--- src/rtl/segre_pkg.sv ---
// Shared types and constants for the Segre pipeline.
//   IC_LINES / LINE_WORDS : default instruction cache geometry
//   NOP_INSTR             : instruction used for IF/ID bubbles and flushes
//   ic_line_t             : one cache line at the default geometry
//   if_state_t            : fetch stage refill FSM states
package segre_pkg;

    localparam int unsigned IC_LINES   = 4;
    localparam int unsigned LINE_WORDS = 4;

    localparam logic [31:0] NOP_INSTR = 32'h0000_0013;

    typedef logic [32*LINE_WORDS-1:0] ic_line_t;

    typedef enum logic {
        RUN  = 1'b0,
        MISS = 1'b1
    } if_state_t;

endpackage

--- src/rtl/segre_icache_array.sv ---
// Direct-mapped instruction cache storage: per-line valid bit, tag and data.
//   clk, rst        : clock, asynchronous active-high reset (clears valid bits)
//   rd_idx          : combinational lookup index
//   rd_valid/tag/line : contents of the indexed line
//   we, wr_idx, wr_tag, wr_line : single write port; a write always sets valid
module segre_icache_array #(
    parameter int unsigned LINES  = 4,
    parameter int unsigned IDX_W  = 2,
    parameter int unsigned TAG_W  = 26,
    parameter int unsigned LINE_W = 128
) (
    input  logic              clk,
    input  logic              rst,
    input  logic [IDX_W-1:0]  rd_idx,
    output logic              rd_valid,
    output logic [TAG_W-1:0]  rd_tag,
    output logic [LINE_W-1:0] rd_line,
    input  logic              we,
    input  logic [IDX_W-1:0]  wr_idx,
    input  logic [TAG_W-1:0]  wr_tag,
    input  logic [LINE_W-1:0] wr_line
);

    logic [LINES-1:0]  valid;
    logic [TAG_W-1:0]  tags  [LINES];
    logic [LINE_W-1:0] lines [LINES];

    // Only the valid bits need reset; tag/data are don't-care until valid.
    always_ff @(posedge clk or posedge rst) begin
        if (rst) begin
            valid <= '0;
        end else if (we) begin
            valid[wr_idx] <= 1'b1;
        end
    end

    always_ff @(posedge clk) begin
        if (we) begin
            tags[wr_idx]  <= wr_tag;
            lines[wr_idx] <= wr_line;
        end
    end

    always_comb begin
        rd_valid = valid[rd_idx];
        rd_tag   = tags[rd_idx];
        rd_line  = lines[rd_idx];
    end

endmodule

--- src/rtl/segre_if_stage.sv ---
// Segre instruction fetch stage: PC register, direct-mapped I-cache lookup,
// line refill FSM (valid/ready to memory) and the IF/ID pipeline register.
//   clk_i, rsn_i          : clock, asynchronous active-high reset
//   block_if_i            : controller stall (hold PC and IF/ID)
//   inject_nops_id_i      : controller bubble request for IF/ID
//   tkbr_i, new_pc_i      : taken-branch redirect from EX
//   ic_hit_o, valid_if_o  : current PC hits while in RUN
//   mem_rd_o, mem_addr_o  : line refill request and line-aligned address
//   mem_ready_i, mem_data_i : refill response (word 0 in bits [31:0])
//   instr_id_o, pc_id_o, valid_id_o : IF/ID register
module segre_if_stage #(
    parameter int unsigned           ADDR_SIZE  = 32,
    parameter int unsigned           IC_LINES   = 4,
    parameter int unsigned           LINE_WORDS = 4,
    parameter logic [ADDR_SIZE-1:0]  BOOT_ADDR  = '0
) (
    input  logic                      clk_i,
    input  logic                      rsn_i,
    input  logic                      block_if_i,
    input  logic                      inject_nops_id_i,
    input  logic                      tkbr_i,
    input  logic [ADDR_SIZE-1:0]      new_pc_i,
    output logic                      ic_hit_o,
    output logic                      valid_if_o,
    output logic                      mem_rd_o,
    output logic [ADDR_SIZE-1:0]      mem_addr_o,
    input  logic                      mem_ready_i,
    input  logic [32*LINE_WORDS-1:0]  mem_data_i,
    output logic [31:0]               instr_id_o,
    output logic [ADDR_SIZE-1:0]      pc_id_o,
    output logic                      valid_id_o
);

    import segre_pkg::*;

    localparam int unsigned OFF    = $clog2(4*LINE_WORDS);
    localparam int unsigned IDX_W  = $clog2(IC_LINES);
    localparam int unsigned TAG_W  = ADDR_SIZE - OFF - IDX_W;
    localparam int unsigned WSEL_W = OFF - 2;
    localparam int unsigned LINE_W = 32*LINE_WORDS;

    if_state_t               state;
    if_state_t               state_next;
    logic [ADDR_SIZE-1:0]    pc;
    logic [ADDR_SIZE-1:0]    miss_addr;

    logic [IDX_W-1:0]        pc_idx;
    logic [TAG_W-1:0]        pc_tag;
    logic [WSEL_W-1:0]       pc_wsel;

    logic                    rd_valid;
    logic [TAG_W-1:0]        rd_tag;
    logic [LINE_W-1:0]       rd_line;
    logic [31:0]             fetch_word;

    logic                    hit;
    logic                    refill_we;
    logic                    unused_bits;

    // Redirect targets are word aligned; the low address bits are dropped.
    assign unused_bits = &{1'b0, new_pc_i[1:0]};

    assign pc_wsel = pc[OFF-1:2];
    assign pc_idx  = pc[OFF+IDX_W-1:OFF];
    assign pc_tag  = pc[ADDR_SIZE-1:OFF+IDX_W];

    segre_icache_array #(
        .LINES  (IC_LINES),
        .IDX_W  (IDX_W),
        .TAG_W  (TAG_W),
        .LINE_W (LINE_W)
    ) u_array (
        .clk      (clk_i),
        .rst      (rsn_i),
        .rd_idx   (pc_idx),
        .rd_valid (rd_valid),
        .rd_tag   (rd_tag),
        .rd_line  (rd_line),
        .we       (refill_we),
        .wr_idx   (miss_addr[OFF+IDX_W-1:OFF]),
        .wr_tag   (miss_addr[ADDR_SIZE-1:OFF+IDX_W]),
        .wr_line  (mem_data_i)
    );

    assign hit        = (state == RUN) && rd_valid && (rd_tag == pc_tag);
    assign ic_hit_o   = hit;
    assign valid_if_o = hit;

    always_comb begin
        fetch_word = '0;
        for (int unsigned w = 0; w < LINE_WORDS; w++) begin
            if (pc_wsel == WSEL_W'(w)) begin
                fetch_word = rd_line[w*32 +: 32];
            end
        end
    end

    // FSM: state register
    always_ff @(posedge clk_i or posedge rsn_i) begin
        if (rsn_i) begin
            state <= RUN;
        end else begin
            state <= state_next;
        end
    end

    // FSM: next state. A refill, once started, always runs to completion.
    always_comb begin
        state_next = state;
        case (state)
            RUN:     if (!hit)       state_next = MISS;
            MISS:    if (mem_ready_i) state_next = RUN;
            default: state_next = RUN;
        endcase
    end

    // FSM: outputs. Both derive from the async-reset state, so the
    // request drops immediately when reset is asserted mid-refill.
    always_comb begin
        mem_rd_o  = 1'b0;
        refill_we = 1'b0;
        if (state == MISS) begin
            mem_rd_o  = 1'b1;
            refill_we = mem_ready_i;
        end
    end

    // The refill address is latched on entry to MISS so a redirect during
    // the refill does not disturb the outstanding request.
    always_ff @(posedge clk_i or posedge rsn_i) begin
        if (rsn_i) begin
            miss_addr <= '0;
        end else if (state == RUN && !hit) begin
            miss_addr <= {pc[ADDR_SIZE-1:OFF], {OFF{1'b0}}};
        end
    end

    assign mem_addr_o = miss_addr;

    always_ff @(posedge clk_i or posedge rsn_i) begin
        if (rsn_i) begin
            pc <= BOOT_ADDR;
        end else if (tkbr_i) begin
            pc <= {new_pc_i[ADDR_SIZE-1:2], 2'b00};
        end else if (block_if_i) begin
            pc <= pc;
        end else if (hit) begin
            pc <= pc + ADDR_SIZE'(4);
        end
    end

    // IF/ID register; bubbles and flushes keep the previous pc_id.
    always_ff @(posedge clk_i or posedge rsn_i) begin
        if (rsn_i) begin
            instr_id_o <= NOP_INSTR;
            pc_id_o    <= '0;
            valid_id_o <= 1'b0;
        end else if (tkbr_i || inject_nops_id_i) begin
            instr_id_o <= NOP_INSTR;
            valid_id_o <= 1'b0;
        end else if (block_if_i) begin
            valid_id_o <= valid_id_o;
        end else if (hit) begin
            instr_id_o <= fetch_word;
            pc_id_o    <= pc;
            valid_id_o <= 1'b1;
        end else begin
            instr_id_o <= NOP_INSTR;
            valid_id_o <= 1'b0;
        end
    end

endmodule

--- config.mk ---
export PLATFORM = sky130hd
export DESIGN_NAME = segre_if_stage
export DESIGN_NICKNAME = d
export VERILOG_FILES = /design/src/rtl/segre_pkg.sv /design/src/rtl/segre_icache_array.sv /design/src/rtl/segre_if_stage.sv
export SDC_FILE = /design/constraint.sdc
export NUM_CORES = 1
export LEC_CHECK = 0
export CAP_MARGIN = 0
export CORE_MARGIN = 1
export CORE_UTILIZATION = 34
export CTS_CLUSTER_SIZE = 16
export DETAILED_ROUTE_END_ITERATION = 10
export PLACE_DENSITY = 0.53
export SYNTH_ARGS = -nofsm -noshare
export SYNTH_HDL_FRONTEND = slang
export SYNTH_SLANG_ARGS = --single-unit
--- constraint.sdc ---
create_clock -name clk_i -period 12.6 [get_ports clk_i]
set_clock_uncertainty 0.1 [all_clocks]
set_input_delay 2.52 -clock clk_i [delete_from_list [all_inputs] [get_ports clk_i]]
set_output_delay 2.52 -clock clk_i [all_outputs]
set_load 0.03 [all_outputs]
==> results.yml <==
outcome:
  status: "finished, final reports clean"
die:
  die_y_um: 295
  initial_utilization_pct: 34.3
  core_mm2: 0.0851
  io_pins: 266
  die_x_um: 295
  row_count: 107
  die_area_mm2: 0.0871
worst_setup_path:
  cp_slowest_cell: "dfrtp_4"
  crit_path_end_kind: "output port"
  cp_max_fo: 40
  cp_cell_sequence: "buf_4 > buf_4 > mux2i_1 > xor2_1 > nand4_1 > nor3_1 > o2111ai_2 > buf_4 > nor3_1 > clkdlybuf4s50_1"
  reg2regPathDepth: 11
  path_buf_inv: 4
  r2r_start: "pc[4]$_DFFE_PP0P_"
  cpPeakStageDelay_ns: 0.88
  path_common_cell: "buf_4"
  r2r_slack_ns: 7.18
  startpoint_type: "flop"
  setup.worst_path.class: "reg -> out"
  worst_ep_arrival_time_ns: 5.85
  required_ns: 9.98
  worst_r2r_endpoint: "pc_id_o[13]$_DFFE_PP0P_"
  path_delay_family: "buffers and inverters"
sta:
  min_period_ns: 8.47
  maxSlewHeadroom_pct: 30.7
  setup_ws_ns: 4.13
  finalHoldViolCount: 0
  fin_crit_sh_pct: 67.2
  fmax_mhz: 118
  rsz0062_at_grt: "no"
  worst_pin_slew_ns: 1.04
  tns_ns: 0
  drv_slew: 0
  setup_violations: 0
cts:
  cts_tree: "yes"
  cts_sinks: 742
  hold_buffers: 0
  cts_inserted_buffers: 81
  cts-root-buf: "clkbuf_16"
  clockBufferDepth: 3
  cts_setup_buffers: 0
  path_clk_slew_ns: 0.06
  htreeDepth: 3
  cts_resized: 0
  clk-insertion-delay-late_ns: 0.63
route:
  drt_iter0_drc: 896
  finalWirelength_um: 72000
  post_drt_wl_per_cell_um: 23.6
  vias: 15400
  postRouteAntennaNets: 0
  vias_per_cell: 5.05
  drc: 0
  dr.pass1.iters: 5
global_route:
  grt_pass1_wl_um: 108000
  antenna_found_initial: 19
  grtUsageTotal_pct: 16.8
  first_global_vias: 16600
  globalRouteOverflowTotal: 0
  grt_start_max_net_pins: 76
synth:
  synth_edf_count: 616
  yosysSeqAreaShare_pct: 74.1
  syn_inst: 1568
  synth.avg_cell_area_um2: 18.6
  ys_warn_count: 0
  ys_seq_elements: 742
  async_flop_share_pct: 17.0
  netlist_top_cells_area: "edfxtp_1, mux4_2, dfrtp_1"
  synth_ff_type: "edfxtp_1"
  yosysUniqueCellTypes: 62
  syn-cell-area_mm2: 0.0292
  yosysTopAreaCellShare_pct: 63.3
  synth_largest_area_cell: "edfxtp_1"
finish:
  utilization_pct: 41.9
  fin_nets: 2005
  register_area_mm2: 0.0217
  area_growth_pct: 22.2
  drive_gt1_share_pct: 18.6
  multiInputGateArea_mm2: 0.00710
  fill_cells: 7702
flow_run:
  cap_violations: 0
power_and_ir_drop:
  vdd_drop_max_mv: 0.0905
  finalPower_uw: 5830
  p_leak_uw: 0.0120
  power_per_cell_area_mw_per_mm2: 163
place:
  place_ws_ns: 4.57
  io_buffers: 257
  gp_congestion: 0.775
  hpwlAfterDp_um: 42600
hold_path:
  hp-class: "reg -> reg"
  hold_end: "u_array.valid[2]$_DFFE_PP0P_"
  hold_depth: 1
  min_from: "u_array.valid[2]$_DFFE_PP0P_"
[cells by family (layout without fill, tap and decap cells)]
family                     after synthesis  in the layout  share of synthesized area [%]
AOI/OAI and AO/OA                      191            191                           4.10
other                                    1              9                         0.0128
DFF                                    742            742                           74.1
adders and majority gates                4              4                          0.171
muxes                                  225            225                           14.1
buffers and inverters                  117            447                           1.87
xor gates and xnor gates                33             33                           1.07
and+or+nand+nor                        255            255                           4.52
[report_power, final]
| group | internal, uW | switching, uW |
|---|---|---|
| logic | 248 | 324 |
| clock network | 1370 | 970 |
| registers | 2830 | 89.4 |
| total | 4450 | 1380 |
[per-stage QoR]
stage / std cells / hold slack (ns) / cell area [um2]
after CTS: 3047 / 0.368 / 35700
after global placement: 2896 / 0.350 / 33000
after global routing: 3047 / 0.393 / 35700
final: 3050 / 0.365 / 35700
after detailed placement: 2896 / 0.354 / 33000
after floorplan: 1573 / 0.339 / 29200
[routing by layer]
layer  part of all wire, %  vias to the layer above  track usage [%]
met5                  0.27                        -                0
li1                      -                     6830                -
met4                   1.8                       30             4.44
met1                    42                     8048             21.5
met3                   6.9                      116             4.50
met2                    49                      385             28.1
[cells in the final DEF (no fill, tap or decap), types with 23 or more instances in the layout]
master,netlist,final
buf_4,11,26
mux4_2,141,141
mux2_1,27,27
clkdlybuf4s50_1,0,257
mux2_2,32,32
clkbuf_16,0,82
a22oi_1,33,33
edfxtp_1,616,616
a21oi_1,67,67
dfrtp_1,123,121
o21ai_0,37,37
nand2_1,58,58
mux2i_1,23,23
nor2_1,88,88
clkbuf_1,59,26
[how the worst max path moves through the flow]
stage / start / slack [ns] / cells after the start / to
floorplan: mem_ready_i / 3.16 / 3 / u_array.valid[2]$_DFFE_PP0P_
global placement: pc[4]$_DFFE_PP0P_ / 4.55 / 10 / ic_hit_o
detailed placement: pc[4]$_DFFE_PP0P_ / 4.57 / 10 / ic_hit_o
CTS: pc[4]$_DFFE_PP0P_ / 3.83 / 10 / ic_hit_o
global route: pc[4]$_DFFE_PP0P_ / 3.58 / 10 / valid_if_o
finish: pc[4]$_DFFE_PP0P_ / 4.13 / 10 / ic_hit_o
[sequential cells by signal, indices dropped and copies added, names as in the netlist]
name / flops
u_array.tags: 104
u_array.lines: 512
pc_id_o: 30
pc: 30
u_array.valid: 4
state: 1
instr_id_o: 32
valid_id_o: 1
mem_addr_o: 28
[Yosys cell counts, types with 27 or more instances]
master	count
mux4_2	141
o21ai_0	37
a22oi_1	33
mux2_1	27
nor2_1	88
dfrtp_1	123
mux2_2	32
a21oi_1	67
clkbuf_1	59
nand2_1	58
edfxtp_1	616
[cell type report]
cell class | instances | share of cell area, %
tap | 1144 | 4.01
antenna | 3 | 0.0210
clock buffer | 116 | 6.33
inverter | 13 | 0.151
timing repair buffer | 283 | 7.76
clock inverter | 35 | 1.10
multi-input combinational | 714 | 19.9
sequential | 742 | 60.7
[worst reg2reg max path, delay by kind of cell, from the launching register on]
family	cells	cell delay [ns]
AO/OA/AOI/OAI	1	0.25
XOR/XNOR	1	0.17
buffers and inverters	4	2.32
flip-flops	1	0.88
multiplexers	2	0.74
AND/OR/NAND/NOR	3	0.81
No activity file was read; power rests on OpenSTA's default activity.
